$ cat src/rtl/gfx_pkg.sv
// Shared types and helpers for the graphics framebuffer write path.
// fb_write_t describes one buffered write at the default framebuffer geometry.
package gfx_pkg;

  localparam int FB_DEF_WIDTH      = 640;
  localparam int FB_DEF_HEIGHT     = 480;
  localparam int FB_DEF_PIXEL_BITS = 12;
  localparam int FB_DEF_ADDR_BITS  = 20;

  // Minimum linear-address width for a w x h framebuffer.
  function automatic int fb_addr_bits(input int w, input int h);
    return $clog2(w * h);
  endfunction

  typedef struct packed {
    logic                        last;
    logic [FB_DEF_ADDR_BITS-1:0]  addr;
    logic [FB_DEF_PIXEL_BITS-1:0] data;
  } fb_write_t;

endpackage

$ cat src/rtl/sync_fifo.sv
// Single-clock FIFO with power-of-two depth; pointers wrap naturally.
// A push into a full FIFO is honoured only when a pop happens in the same cycle.
module sync_fifo
  import gfx_pkg::*;
#(
  parameter int WIDTH = 8,
  parameter int DEPTH = 4,
  localparam int PW = $clog2(DEPTH),
  localparam int CW = PW + 1
) (
  input  logic             clk,
  input  logic             reset,
  input  logic             w_inc,
  input  logic [WIDTH-1:0] w_data,
  input  logic             r_inc,
  output logic [WIDTH-1:0] r_data,
  output logic             full,
  output logic             empty,
  output logic [CW-1:0]    count
);

  logic [WIDTH-1:0] mem_q [DEPTH];
  logic [PW-1:0]    wr_ptr_q, rd_ptr_q;
  logic [CW-1:0]    count_q;
  logic             do_w, do_r;

  assign empty = (count_q == '0);
  assign full  = (count_q == CW'(DEPTH));
  assign count = count_q;
  assign do_r  = r_inc & ~empty;
  assign do_w  = w_inc & (~full | do_r);
  assign r_data = mem_q[rd_ptr_q];

  always_ff @(posedge clk) begin
    if (do_w) mem_q[wr_ptr_q] <= w_data;
  end

  always_ff @(posedge clk) begin
    if (reset) begin
      wr_ptr_q <= '0;
      rd_ptr_q <= '0;
      count_q  <= '0;
    end else begin
      if (do_w) wr_ptr_q <= wr_ptr_q + PW'(1);
      if (do_r) rd_ptr_q <= rd_ptr_q + PW'(1);
      if (do_w && !do_r)      count_q <= count_q + CW'(1);
      else if (do_r && !do_w) count_q <= count_q - CW'(1);
    end
  end

endmodule

$ cat src/rtl/gfx_fb_writer.sv
// Converts (x, y, color) pixels into linear framebuffer writes through a
// one-stage register and a small write FIFO; pulses done after each last write.
module gfx_fb_writer
  import gfx_pkg::*;
#(
  parameter int FB_WIDTH   = FB_DEF_WIDTH,
  parameter int FB_HEIGHT  = FB_DEF_HEIGHT,
  parameter int PIXEL_BITS = FB_DEF_PIXEL_BITS,
  parameter int ADDR_BITS  = FB_DEF_ADDR_BITS,
  parameter int FIFO_DEPTH = 4,
  localparam int FB_X_BITS = $clog2(FB_WIDTH),
  localparam int FB_Y_BITS = $clog2(FB_HEIGHT)
) (
  input  logic                  clk,
  input  logic                  reset,
  input  logic                  gfx_valid,
  input  logic [FB_X_BITS-1:0]  gfx_x,
  input  logic [FB_Y_BITS-1:0]  gfx_y,
  input  logic [PIXEL_BITS-1:0] gfx_color,
  input  logic                  gfx_last,
  output logic                  gfx_ready,
  output logic                  mem_wr_valid,
  output logic [ADDR_BITS-1:0]  mem_wr_addr,
  output logic [PIXEL_BITS-1:0] mem_wr_data,
  input  logic                  mem_wr_ready,
  output logic                  done
);

  // Handshakes: a transfer happens in any cycle where valid and ready are both
  // high; valid never waits on ready, and ready depends on registered state only.
  localparam int WORD_W = 1 + ADDR_BITS + PIXEL_BITS;
  localparam int CW     = $clog2(FIFO_DEPTH) + 1;
  localparam logic [FB_X_BITS:0] X_LIM = (FB_X_BITS + 1)'(FB_WIDTH);
  localparam logic [FB_Y_BITS:0] Y_LIM = (FB_Y_BITS + 1)'(FB_HEIGHT);

  logic                  s1_valid_q, s1_drop_q, s1_last_q;
  logic [ADDR_BITS-1:0]  s1_addr_q, s1_addr_d;
  logic [PIXEL_BITS-1:0] s1_data_q;
  logic                  s1_drop_d;
  logic                  done_q, done_d;
  logic                  accept, push, pop;
  logic                  head_last;
  logic [WORD_W-1:0]     fifo_wdata, fifo_rdata;
  logic                  fifo_empty, unused_fifo_full;
  logic [CW-1:0]         fifo_count;
  logic [CW:0]           occupancy;

  assign occupancy = {1'b0, fifo_count} + (CW + 1)'(s1_valid_q);
  assign gfx_ready = (occupancy < (CW + 1)'(FIFO_DEPTH));
  assign accept    = gfx_valid & gfx_ready;

  assign s1_addr_d = ADDR_BITS'(gfx_y) * ADDR_BITS'(FB_WIDTH) + ADDR_BITS'(gfx_x);
  assign s1_drop_d = ({1'b0, gfx_x} >= X_LIM) | ({1'b0, gfx_y} >= Y_LIM);

  always_ff @(posedge clk) begin
    if (reset) s1_valid_q <= 1'b0;
    else       s1_valid_q <= accept;
  end

  always_ff @(posedge clk) begin
    if (accept) begin
      s1_addr_q <= s1_addr_d;
      s1_data_q <= gfx_color;
      s1_last_q <= gfx_last;
      s1_drop_q <= s1_drop_d;
    end
  end

  assign push       = s1_valid_q & ~s1_drop_q;
  assign fifo_wdata = {s1_last_q, s1_addr_q, s1_data_q};

  sync_fifo #(
    .WIDTH (WORD_W),
    .DEPTH (FIFO_DEPTH)
  ) u_fifo (
    .clk    (clk),
    .reset  (reset),
    .w_inc  (push),
    .w_data (fifo_wdata),
    .r_inc  (pop),
    .r_data (fifo_rdata),
    .full   (unused_fifo_full),
    .empty  (fifo_empty),
    .count  (fifo_count)
  );

  assign mem_wr_valid = ~fifo_empty;
  assign {head_last, mem_wr_addr, mem_wr_data} = fifo_rdata;
  assign pop = mem_wr_valid & mem_wr_ready;

  // A dropped last pixel completes as it leaves stage 1, since nothing reaches memory.
  always_comb begin
    done_d = 1'b0;
    if (pop && head_last)                   done_d = 1'b1;
    if (s1_valid_q && s1_drop_q && s1_last_q) done_d = 1'b1;
  end

  always_ff @(posedge clk) begin
    if (reset) done_q <= 1'b0;
    else       done_q <= done_d;
  end

  assign done = done_q;

endmodule

$ cat config.mk
export PLATFORM = sky130hd
export DESIGN_NAME = gfx_fb_writer
export DESIGN_NICKNAME = d
export VERILOG_FILES = /design/src/rtl/gfx_pkg.sv /design/src/rtl/sync_fifo.sv /design/src/rtl/gfx_fb_writer.sv
export SDC_FILE = /design/constraint.sdc
export NUM_CORES = 1
export LEC_CHECK = 0
export BUFFER_PORTS_ARGS = -buffer_cell sky130_fd_sc_hd__buf_4
export CAP_MARGIN = 0
export CORE_ASPECT_RATIO = 2
export CORE_MARGIN = 2
export CORE_UTILIZATION = 45
export CTS_CLUSTER_DIAMETER = 30
export DETAILED_ROUTE_END_ITERATION = 8
export SYNTH_ARGS = -nofsm -noshare
export SYNTH_HDL_FRONTEND = slang
export SYNTH_SLANG_ARGS = --single-unit
$ cat constraint.sdc
create_clock -name clk -period 5.65 [get_ports clk]
set_input_delay 0.2825 -clock clk [delete_from_list [all_inputs] [get_ports clk]]
set_output_delay 0.2825 -clock clk [all_outputs]
set_load 0.01 [all_outputs]
Word level (Yosys, flattened, before mapping)
Memories as Yosys holds them, arrays and structs flattened. A register that Yosys moved wholly into a read port is not among the register bits.
Cells that the tools add are included.
{ "op_classes": {"mul": 1, "reduce_logical": 9, "addsub": 6, "div": 0, "n_bitwise": 10, "shifts": 0, "muxes": 8, "n_eq_ne": 1, "n_lt_le_gt_ge": 3} }
{ "op_table": {"columns": ["op", "n"], "rows": [
  ["19-bit by 10-bit adder with 20-bit output", 1],
  ["9-bit by 3-bit multiplier with 12-bit output, second input constant", 1],
  ["10-bit >= comparator, second input constant", 1],
  ["9-bit >= comparator, second input constant", 1],
  ["3-bit two-way mux", 2],
  ["1-bit bitwise AND", 5],
  ["1-bit logical AND", 5],
  ["2-bit by 1-bit adder with 2-bit output, second input constant", 2],
  ["3-bit by 1-bit adder with 4-bit output", 1],
  ["4-bit by 3-bit less-than comparator with 1-bit output, second input constant", 1],
  ["1-bit two-way mux", 4],
  ["2-bit two-way mux", 2],
  ["3-bit by 1-bit adder with 3-bit output, second input constant", 1],
  ["3-bit == test, second input constant", 1],
  ["3-bit zero test", 1],
  ["1-bit NOT", 3],
  ["3-bit by 1-bit subtractor with 3-bit output, second input constant", 1],
  ["1-bit zero test", 2],
  ["1-bit bitwise OR", 2],
  ["2-bit nonzero test", 1]
]} }
{ "totals": {"output_inout_bits": 35, "latchBits": 0, "regBits": 43, "memories": 1, "mem_bits_ro": 0, "mem_bits_rw": 132, "in_bits": 36, "word_cells": 48} }
{ "memory_table": {"columns": ["name", "words", "word_bits", "read_ports", "rd_ports_with_merged_regs", "wr", "line", "source"], "rows": [
  ["u_fifo.mem_q", 4, 33, 1, 1, 1, "sync_fifo.sv:22", "logic [WIDTH-1:0] mem_q [DEPTH];"]
]} }

Longest topological paths before layout
{ "logic_depth": {"word_depth": 10, "mapped_depth": 9, "ltp_nobuf": 9} }

Hierarchy
A second synthesis with hierarchy kept.
{ "unflattened": {"cells_unflattened": 340, "hier_area_um2": 7004.2} }
{ "by_module_without_submodules": {"columns": ["module", "seq_area_each_um2", "cells_each", "n_inst", "area_each_um2"], "rows": [
  ["sync_fifo", 4144.0, 221, 1, 5253.8],
  ["gfx_fb_writer", 1061.0, 119, 1, 1750.4]
]} }

Worst setup path before layout
Ideal clock, no wire load.
{ "synth_path": {"path_type": "input to register", "startpoint": "input port gfx_y[1]", "endpoint": "register s1_addr_q[17] (data pin)", "arrival_time_ns": 2.099, "setup_time_ns": 0.263, "setup_slack_ns": 3.289, "stages": 9, "n_path_buf": 0, "required_ns": 5.387, "cell_sequence": "ha_1 > ha_1 > fa_1 > a21o_1 > a221oi_2 > xor2_1 > nor2_1 > nand4_1 > xor2_1"} }
{ "synth_between": {"elab_chain_cells": 2} }
{ "synth_rtl": {"columns": ["element", "line", "source"], "rows": [
  ["start, declared", "gfx_fb_writer.sv:18", "input logic [FB_Y_BITS-1:0] gfx_y,"],
  ["9-bit by 3-bit multiplier with 12-bit output", "gfx_fb_writer.sv:52", "assign s1_addr_d = ADDR_BITS'(gfx_y) * ADDR_BITS'(FB_WIDTH) + ADDR_BITS'(gfx_x);"],
  ["19-bit by 10-bit adder with 20-bit output", "gfx_fb_writer.sv:52", null],
  ["named net s1_addr_d[17]", "gfx_fb_writer.sv:37", "logic [ADDR_BITS-1:0] s1_addr_q, s1_addr_d;"],
  ["end signal, assigned", "gfx_fb_writer.sv:62", "s1_addr_q <= s1_addr_d;"],
  ["end, declared", "gfx_fb_writer.sv:37", null]
]} }
The timed path passes the listed nets, and every way through them passes these cells.
A chain may end at the register's enable or synchronous reset.

==> flow_summary_export.csv <==
group,metric,value,unit
finish,final-seq-area,5210,um2
finish,multi_input_area,1630,um2
worst_setup_path,max_stage_delay,0.60,ns
drt,firstDrtPassIters,4,
sta,rsz0062_at_grt,"false",
worst_setup_path,path_class,"reg2out",
clock_network,clk-insertion-delay-late,0.42,ns
worst_setup_path,crit_chain,"buf_4 > mux4_2 > buf_4",
finish,num-nets-final,474,
place,dp_hpwl,6.92,mm
grt,grt_overflow,0,
grt,grt_usage,0.144,
logic_synthesis,yosysWarnings,0,
drt,drt-initial-drc-count,204,
clock_network,cts_tree,"built",
power,vdd_drop_max,0.328,mV
floorplan,die_h,179,um
worst_hold_path,min_path_type,"in2reg",
power,intPower,0.00247,W
drt,wl_per_cell,17.6,um
grt,grt_pass1_wl,17.6,mm
sta,finalCriticalPeriod,2.55,ns
clock_network,clock-sinks,177,
floorplan,ios,71,
sta,timing.final.crit_share,0.451,
worst_setup_path,cp_top_family,"buffers and inverters",
worst_setup_path,cp_max_fo,22,
finish,area_growth,19.2,%
drt,finalWirelength,11.0,mm
sta,fmax,392,MHz
clock_network,htreeDepth,4,
sta,maxSlewHeadroom,0.373,
floorplan,start_util,0.455,
worst_setup_path,endpoint_kind,"output port",
worst_setup_path,crit_top_cell,"buf_4",
logic_synthesis,syn_avg_cell_area,20.8,um2
grt,grt_max_degree,36,
logic_synthesis,syn_area,6890,um2
grt,globalRouteMet1Util,0.171,
floorplan,coreArea,15100,um2
power,pwr-share-seq,0.499,
sta,finalSetupTns,0,ns
sta,final-hold-violation-count,0,
clock_network,path_clk_slew,0.07,ns
grt,met3_usage,0.0315,
place,gp_congestion,0.783,
power,power_density,407,nW/um2
logic_synthesis,ys_ff_latch,177,
power,leakagePower,2.87,nW
power,pwr-share-comb,0.172,
sta,maxSlewViolCount,0,
clock_network,cts_buffers,17,
logic_synthesis,syn_inst,332,
floorplan,dieWidth,91.5,um
grt,gr-usage-met2,0.251,
drt,drc,0,
logic_synthesis,ys_types,35,
grt,grt_pass1_vias,3446,
clock_network,clock_path_buffers,2,
sta,timing_worst_slew_pin_value,0.940,ns
sta,setup_violations,0,
flow_run,cap_violations,0,
worst_setup_path,required,5.37,ns
finish,drive_above_1_share,0.345,
run_status,status,"finished clean",
worst_setup_path,worstPathArrival,2.27,ns
grt,antenna_found_initial,0,
sta,fin_skew,0.00996,ns
worst_setup_path,worst-r2r-cell-count,8,
finish,utilization,0.543,
worst_setup_path,cp.depth,3,
logic_synthesis,yosysSeqAreaShare,0.755,
worst_setup_path,startpoint_type,"flop",
clock_network,cts_hold_buf,0,
drt,via_per_inst,5.13,
clock_network,post_cts_buffers,0,
finish,fill_cells,1183,
worst_setup_path,critPathBufInv,2,
power,clkPwrFrac,0.329,
clock_network,cts_resized,0,
worst_setup_path,critPathSlowestCell,"dfxtp_2",
floorplan,die-area,16400,um2
place,port_buffers,70,
power,power,0.00335,W
power,p_sw_frac,0.261,
drt,vias,3198,
worst_hold_path,holdPathStages,1,
logic_synthesis,synth_nets,393,
floorplan,rows,64,
drt,ant_nets,0,
power,switchingPower,0.000874,W
grt,grt.busiest_layer,"met2",
finish,n_antenna_cell,0,
clock_network,clock-root-buffer,"clkbuf_16",
## worst paths after layout
path / slack (ns) / startpoint / to
worst max-delay path: 3.10 / flop / mem_wr_addr[10]
worst min-delay path: 0.03 / gfx_x[6] / s1_addr_q[6]$_DFFE_PP_
worst max register to register: 3.27 / u_fifo.count[0]$_SDFFE_PP0P_ / u_fifo.count[2]$_SDFFE_PP0P_
worst min register to register: 0.50 / s1_addr_q[17]$_DFFE_PP_ / u_fifo.mem_q[2][29]$_DFFE_PP_
## cells in the final DEF (no fill, tap or decap), types with 2 or more instances in the layout
cell type  netlist  final
mux4_2          33     33
xnor2_1          8      8
dfxtp_1         11      9
inv_6            0      2
ha_1            22     22
nand4_1          4      4
edfxtp_1       166    166
o21ai_1          2      2
fa_1             3      3
mux2i_1          2      2
clkinv_8         0      2
nand3_1          4      4
xor2_1          10     10
clkinv_4         0      4
nand2_1          5      5
buf_4            0     71
a21o_1           5      5
clkbuf_16        0     17
and2_2           0      5
nor2_1          11     11
inv_8            0      4
inv_1            7      7
o21ai_0          3      3
clkinv_2         0      2
dfxtp_2          0      2
or3_1            2      2
a21oi_1          5      5
a31oi_1          2      2
## state kept, by name, summed over array words and instances (netlist names), named ones only
register,count
u_fifo.mem_q,132
s1_addr_q,20
s1_data_q,12
u_fifo.count,3
u_fifo.rd_ptr_q,2
u_fifo.wr_ptr_q,2
done,1
s1_drop_q,1
s1_last_q,1
s1_valid_q,1
## per-layer routing
layer / routed length [um] / share of wire / up-vias
met5: 0 / 0 / -
met3: 431 / 0.039 / 21
li1: - / - / 1493
met1: 4530 / 0.41 / 1604
met4: 264 / 0.024 / 0
met2: 5770 / 0.52 / 80
## worst register-to-register path, delay by kind of cell, from the launching register on
| kind | cells | cell delay, ns |
|---|---|---|
| AOI/OAI and AO/OA | 1 | 0.16 |
| xor gates and xnor gates | 1 | 0.16 |
| adders and majority gates | 2 | 0.65 |
| buffers and inverters | 1 | 0.07 |
| DFF | 1 | 0.43 |
| and+or+nand+nor | 3 | 0.86 |
## power groups by stage
stage          Sequential, W  Clock, W  Combinational (W)
2_1_floorplan        0.00165         0           0.000396
3_3_place_gp         0.00169         0           0.000579
3_5_place_dp         0.00170         0           0.000586
4_1_cts              0.00167   0.00112           0.000589
5_1_grt              0.00169   0.00117           0.000630
6_report             0.00167   0.00110           0.000576
## kinds of logic (layout without fill, tap and decap cells)
family / Yosys count / after routing / synth area share
flip-flops: 177 / 177 / 0.755
AND/OR/NAND/NOR: 39 / 39 / 0.0314
multiplexers: 35 / 35 / 0.111
adder cells (fa/ha/maj): 25 / 25 / 0.0487
AO/OA/AOI/OAI: 20 / 20 / 0.0189
XOR/XNOR: 19 / 19 / 0.0252
buffers and inverters: 16 / 110 / 0.00926
other: 1 / 1 / 0.000544
## synth_stat cells (all sizes together)
master / count / area [um2]
nor2b: 2 / 20.0
mux4: 33 / 743
and3: 1 / 6.26
fa: 3 / 60.1
nand2: 5 / 18.8
xnor2: 9 / 86.3
inv: 7 / 26.3
nor3b: 1 / 12.5
a21oi: 5 / 25.0
conb: 1 / 3.75
a21o: 5 / 37.5
o21a: 1 / 7.51
and2b: 1 / 7.51
edfxtp: 166 / 4980
nor4b: 1 / 8.76
clkbuf: 6 / 22.5
nor2: 11 / 41.3
mux2i: 2 / 20.0
nand3: 4 / 20.0
nand4: 4 / 25.0
a31oi: 2 / 12.5
o31ai: 1 / 7.51
a221oi: 1 / 15.0
nand3b: 1 / 7.51
nor3: 1 / 5.00
or3: 2 / 12.5
o21ai: 5 / 25.0
ha: 22 / 275
xor2: 10 / 87.6
dfxtp: 11 / 220
and2: 5 / 31.3
buf: 3 / 15.0
## per-stage QoR
stage	hold slack, ns	instances	worst slack [ns]	area (um2)
detailed placement	0.462	592	3.04	7640
finish	0.0339	624	3.10	8220
floorplan	0.381	332	3.29	6890
global route	0.0154	624	2.91	8220
CTS	0.0192	624	3.00	8220
global placement	0.461	592	3.06	7640
## cell type report
type	count	share of cell area
Clock inverter	15	0.0180
Tap cell	198	0.0302
Multi-Input combinational cell	139	0.198
Clock buffer	17	0.0518
Sequential cell	177	0.634
Timing Repair Buffer	71	0.0649
Inverter	7	0.00320
No activity file was read; power rests on OpenSTA's default activity.
